--- config.mk ---
export PLATFORM = sky130hd
export DESIGN_NAME = mul_seq_ctrl_flat
export DESIGN_NICKNAME = d
export VERILOG_FILES = /design/src/rtl/mul_seq_ctrl_pkg.sv /design/src/rtl/mul_seq_ctrl_if.sv /design/src/rtl/mul_seq_ctrl_mul4u.sv /design/src/rtl/mul_seq_ctrl.sv /design/src/flat_wrapper.sv
export SDC_FILE = /design/constraint.sdc
export NUM_CORES = 1
export LEC_CHECK = 0
export ABC_AREA = 1
export CAP_MARGIN = 10
export CORE_MARGIN = 8
export CORE_UTILIZATION = 27
export CTS_CLUSTER_SIZE = 20
export DETAILED_ROUTE_END_ITERATION = 12
export MAX_ROUTING_LAYER = met4
export PLACE_DENSITY = 0.45
export SLEW_MARGIN = 40
export SYNTH_ARGS = -nofsm -noshare
export SYNTH_HDL_FRONTEND = slang
export SYNTH_HIERARCHICAL = 1
export SYNTH_SLANG_ARGS = --single-unit
--- constraint.sdc ---
create_clock -name clk -period 10.5 [get_ports clk]
set_input_delay 2.1 -clock clk [delete_from_list [all_inputs] [get_ports clk]]
set_output_delay 2.1 -clock clk [all_outputs]
set_load 0.05 [all_outputs]
--- src/rtl/mul_seq_ctrl_pkg.sv ---
// Shared types, constants and helpers for the sequential nibble multiplier controller.
package mul_seq_pkg;

  localparam int NIB_W = 4;

  typedef enum logic [1:0] {IDLE = 2'd0, CALC = 2'd1, DONE = 2'd2} state_e;

  // Number of nibble-pair steps needed for a width x width product.
  function automatic int nstep(input int width);
    return (width / NIB_W) * (width / NIB_W);
  endfunction

endpackage

--- src/rtl/mul_seq_ctrl_if.sv ---
// Operand/result handshake bundle between source, controller and sink.
interface mul_seq_ctrl_if #(
  parameter int WIDTH = 8
);
  logic               in_valid;
  logic               in_ready;
  logic [WIDTH-1:0]   a;
  logic [WIDTH-1:0]   b;
  logic               out_valid;
  logic               out_ready;
  logic [2*WIDTH-1:0] prod;
  logic               busy;

  modport master (
    output in_valid, a, b, out_ready,
    input  in_ready, out_valid, prod, busy
  );

  modport slave (
    input  in_valid, a, b, out_ready,
    output in_ready, out_valid, prod, busy
  );
endinterface

--- src/rtl/mul_seq_ctrl_mul4u.sv ---
// 4x4 unsigned exact combinational multiplier, shared by every controller step.
module mul4u (
  input  logic [3:0] a_i,
  input  logic [3:0] b_i,
  output logic [7:0] p_o
);
  assign p_o = {4'b0000, a_i} * {4'b0000, b_i};
endmodule

--- src/rtl/mul_seq_ctrl.sv ---
// WIDTH x WIDTH unsigned multiplier built by time-sharing one 4x4 core over (WIDTH/4)^2 steps.
// Optional ZERO_SKIP_EN: a zero operand bypasses CALC and reports prod=0 one edge after accept.
module mul_seq_ctrl
  import mul_seq_pkg::*;
#(
  parameter int WIDTH = 8
) (
  input logic           clk,
  input logic           rst_n,
  mul_seq_ctrl_if.slave bus
);

  localparam int NDIG  = WIDTH / NIB_W;
  localparam int NSTEP = nstep(WIDTH);
  localparam int CW    = (NSTEP > 1) ? $clog2(NSTEP) : 1;
  localparam int PW    = 2 * WIDTH;

  localparam logic [1:0] ST_IDLE = IDLE;
  localparam logic [1:0] ST_CALC = CALC;
  localparam logic [1:0] ST_DONE = DONE;

  logic [1:0]       state_q, state_d;
  logic [WIDTH-1:0] a_q, a_d, b_q, b_d;
  logic [PW-1:0]    acc_q, acc_d, prod_q, prod_d;
  logic [CW-1:0]    step_q, step_d;
  logic             out_valid_q, out_valid_d;
  logic             in_ready_q, in_ready_d;

  logic [CW-1:0]    i_idx, j_idx;
  logic [3:0]       nib_a, nib_b;
  logic [7:0]       pp;
  logic [PW-1:0]    pp_sh, acc_sum;

  // Nibble indices come straight from the step counter, i-major.
  assign i_idx = step_q / CW'(NDIG);
  assign j_idx = step_q % CW'(NDIG);
  assign nib_a = a_q[NIB_W*i_idx +: NIB_W];
  assign nib_b = b_q[NIB_W*j_idx +: NIB_W];

  mul4u u_core (
    .a_i (nib_a),
    .b_i (nib_b),
    .p_o (pp)
  );

  assign pp_sh   = PW'(pp) << (NIB_W * (i_idx + j_idx));
  assign acc_sum = acc_q + pp_sh;

  always_comb begin
    state_d     = state_q;
    a_d         = a_q;
    b_d         = b_q;
    acc_d       = acc_q;
    prod_d      = prod_q;
    step_d      = step_q;
    out_valid_d = out_valid_q;
    in_ready_d  = in_ready_q;
    case (state_q)
      ST_IDLE: begin
        in_ready_d = 1'b1;
        if (bus.in_valid && in_ready_q) begin
          a_d        = bus.a;
          b_d        = bus.b;
          acc_d      = '0;
          step_d     = '0;
          in_ready_d = 1'b0;
`ifdef ZERO_SKIP_EN
          if (bus.a == '0 || bus.b == '0) begin
            prod_d  = '0;
            state_d = ST_DONE;
          end else begin
            state_d = ST_CALC;
          end
`else
          state_d = ST_CALC;
`endif
        end
      end
      ST_CALC: begin
        acc_d = acc_sum;
        if (step_q == CW'(NSTEP - 1)) begin
          prod_d      = acc_sum;
          out_valid_d = 1'b1;
          step_d      = '0;
          state_d     = ST_DONE;
        end else begin
          step_d = step_q + CW'(1);
        end
      end
      ST_DONE: begin
        // A zero-skip entry arrives with out_valid low; it rises on the next edge.
        if (out_valid_q && bus.out_ready) begin
          out_valid_d = 1'b0;
          in_ready_d  = 1'b1;
          state_d     = ST_IDLE;
        end else begin
          out_valid_d = 1'b1;
        end
      end
      default: begin
        state_d     = ST_IDLE;
        out_valid_d = 1'b0;
        in_ready_d  = 1'b0;
      end
    endcase
  end

  always_ff @(posedge clk or negedge rst_n) begin
    if (!rst_n) begin
      state_q     <= ST_IDLE;
      a_q         <= '0;
      b_q         <= '0;
      acc_q       <= '0;
      prod_q      <= '0;
      step_q      <= '0;
      out_valid_q <= 1'b0;
      in_ready_q  <= 1'b0;
    end else begin
      state_q     <= state_d;
      a_q         <= a_d;
      b_q         <= b_d;
      acc_q       <= acc_d;
      prod_q      <= prod_d;
      step_q      <= step_d;
      out_valid_q <= out_valid_d;
      in_ready_q  <= in_ready_d;
    end
  end

  assign bus.in_ready  = in_ready_q;
  assign bus.out_valid = out_valid_q;
  assign bus.prod      = prod_q;
  assign bus.busy      = (state_q != ST_IDLE);

endmodule
--- src/flat_wrapper.sv ---
// flat-port wrapper written by rule: the top's interface ports become plain ports
module mul_seq_ctrl_flat import mul_seq_pkg::*;
#(
  parameter int WIDTH = 8
)
  (clk, rst_n, bus_in_valid, bus_a, bus_b, bus_out_ready, bus_in_ready, bus_out_valid, bus_prod, bus_busy);
  mul_seq_ctrl_if #(.WIDTH(WIDTH)) bus_i ();
  input logic clk;
  input logic rst_n;
  input wire logic [$bits(bus_i.in_valid)-1:0] bus_in_valid;
  input wire logic [$bits(bus_i.a)-1:0] bus_a;
  input wire logic [$bits(bus_i.b)-1:0] bus_b;
  input wire logic [$bits(bus_i.out_ready)-1:0] bus_out_ready;
  output wire logic [$bits(bus_i.in_ready)-1:0] bus_in_ready;
  output wire logic [$bits(bus_i.out_valid)-1:0] bus_out_valid;
  output wire logic [$bits(bus_i.prod)-1:0] bus_prod;
  output wire logic [$bits(bus_i.busy)-1:0] bus_busy;
  assign bus_i.in_valid = bus_in_valid;
  assign bus_i.a = bus_a;
  assign bus_i.b = bus_b;
  assign bus_i.out_ready = bus_out_ready;
  assign bus_in_ready = bus_i.in_ready;
  assign bus_out_valid = bus_i.out_valid;
  assign bus_prod = bus_i.prod;
  assign bus_busy = bus_i.busy;
  mul_seq_ctrl #(.WIDTH(WIDTH)) u_core (.clk(clk), .rst_n(rst_n), .bus(bus_i));
endmodule
==> run summary <==
H-tree Lvls - 2
final setup TNS - 0 ps
FF+latch count, synth - 54
total gr overflow - 0
router iterations before antenna repair - 5
fmax - 0.2203 GHz
die area - 18250 um2
crit end category - flip-flop
largest net degree at the start of global routing - 55
Crit path max-delay family - adder cells
Post-Synth Adder-Cell Area - 13.07%
CP required - 10700 ps
ant diodes - 0
DIE HEIGHT - 135.1 um
post-CTS setup repair buffer count - 0
detailed placement HPWL - 7.479 mm
gp weighted congestion - 0.8291
CTS Buffer Depth - 2
Area Overhead vs Synth - 19.34%
CTS buffer count - 5
Core ar. - 13880 um2
Synth area leaders - dfrtp_1 (35%), nand2_1 (20%), ha_1 (10%)
R2R Path Start - u_core/step_q[1]
critical path peak fanout - 6
root buf cell - clkbuf_16
Routed Antenna Nets - 0
Crit-path slowest cell - fa_1
Final nets - 611
Starting Density - 27.59%
mux cell area share after synthesis - 5.684%
Setup CP Type - reg -> reg
Mean Syn Cell Area - 7.437 um2
io pins - 39
WL per Instance - 13.13 um
vias post-DR - 3185
Compound-Gate Fraction of Synth Area - 4.933%
share of the synthesized area in the top cell type - 35.28%
RSZ-0062 raised after global routing - false
Worst Hold Class - reg -> reg
overall routing resource usage - 11.36%
Final Hold Fails - 0
synth warn - 6
Netlist cell types - 30
Critical Path Source Type - flip-flop
post-cts resize count - 0
Netlist Area Pre-Place - 3830 um2
CTS hold repair buffers - 0
Worst Min Path Start - u_core/bus.prod[11]
XOR/XNOR share of the synthesized area - 1.601%
max-slew violation count - 0
post-synth top area cell - dfrtp_1
layout cells sized above 1 - 6.667%
Synth Net Count - 572
first-pass GRT wire length - 16.21 mm
DR iter-0 viols - 167
run status - finished clean
CTS sink count - 54
simple-gate portion of the synthesized area - 30.45%
# rows - 43
Die Width - 135.1 um
min Tclk post-route - 4540 ps
largest family of logic cells by synthesized area - simple AND/OR/NAND/NOR gates
worst-case clock skew - 8.374 ps
Port-buffer cells - 38
clk slew on worst S/H paths - 80 ps
worst path bufs/invs - 4
sequential area share after synthesis - 35.28%
Largest stage delay, worst path - 530 ps
Worst Tran Pin Value - 542.1 ps
Remaining DRCs - 0
source-to-sink clock delay at the later pin of the worst-skew pair - 310 ps
final period utilization - 43.24%
max_cap viols - 0
post-synthesis cell count - 515
Setup Viol. Count Final - 0
Critical Path Source - u_core/step_q[1]
vias in the first global route - 3210
initial antenna violation count - 0
crit path DAT - 4740 ps
final wirelength - 9.648 mm
Slew HR - 63.75%
CTS tree - done
Worst path most repeated cell - nand2_1
number of vias per cell - 4.333
==> stage by stage <==
step                util [%]  cell area (um2)  hold WS (ps)  std cells  setup WS, ps
floorplan                  -             3830         455.3        515          6527
global placement       31.63             4390         462.7        727          5921
detailed placement     31.65             4393         464.4        727          5930
CTS                    32.90             4567         486.8        735          5895
global route           32.93             4571         506.9        735          5531
finish                 32.93             4571         478.0        735          5960
==> cell families (layout without fill, tap and decap cells) <==
family | count (synthesis) | in the layout
flops | 54 | 54
fa+ha+maj | 37 | 37
compound gates | 36 | 36
simple gates | 280 | 280
xor+xnor | 7 | 7
mux | 16 | 16
buf+inv | 85 | 125
==> synthesized netlist by cell type <==
cell type  number
o21ai_0        20
nand3_4         1
o21ai_2         1
o22ai_1         2
ha_1           32
nand3_2         1
nor2_1         25
inv_1          75
mux2_4         10
or3b_4          1
o31ai_1         1
buf_2           2
nand4_1         2
o21ai_1         1
nand3_1        32
nand3b_1        4
mux2_2          6
inv_2           2
nand2_2         2
clkbuf_1        3
and2_4          1
dfrtp_1        54
xor2_1          6
buf_6           3
fa_1            5
nand2_1       202
xnor2_1         1
a21oi_1        11
nor3_1          4
or2_1           5
==> cell usage in the layout (no fill, tap or decap), types with 2 or more instances in the layout <==
master	instances
mux2_4	10
nand2_1	201
a21oi_1	11
clkbuf_16	5
o22ai_1	2
dfrtp_1	54
fa_1	5
inv_1	75
nand4_1	2
nor3_1	4
ha_1	32
nand3b_1	4
nor2_1	25
xor2_1	6
or2_1	5
inv_2	2
clkdlybuf4s50_1	37
o21ai_0	20
nand3_1	32
mux2_2	6
nand2_2	3
==> sequential cells by signal (all words and copies together) (netlist names) <==
name                  flops
u_core/a_q                8
u_core/acc_q             16
u_core/b_q                8
u_core/bus.in_ready       1
u_core/bus.out_valid      1
u_core/bus.prod          16
u_core/state_q            2
u_core/step_q             2
==> routing by layer <==
layer,share of wire (%),track usage [%]
met1,52,14.85
met2,43,16.95
met3,3.7,2.786
met4,1.1,3.455
met5,0,-
==> path summary, 6_finish.rpt <==
path	slack, ps	cells past startpoint	to
setup / recovery	5960	25	u_core/bus.prod[15]
hold / removal	480	2	u_core/bus.prod[11]
setup reg to reg	5960	25	u_core/bus.prod[15]
hold reg to reg	480	2	u_core/bus.prod[11]
max in group asynchronous	8270	2	u_core/acc_q[12]
min in group asynchronous	1850	2	u_core/a_q[7]
==> layout make-up <==
type / instances / area [um2]
clock buffer: 5 / 125.1
clock inverter: 3 / 48.80
fill: 1456 / 9310
inverter: 77 / 289.0
multi-input combinational: 376 / 2137
sequential: 54 / 1351
tap: 180 / 225.2
timing repair buffer: 40 / 394.1
==> worst register-to-register path: cells and delay by family (launching register included) <==
kind / cells / cell delay, ps
flops: 1 / 450
buf+inv: 4 / 380
compound gates: 1 / 90
simple gates: 15 / 1430
xor+xnor: 1 / 160
fa+ha+maj: 4 / 1880
Power is not shown: default switching activity piles up to over one toggle a cycle in this logic, so the estimate is an artifact.
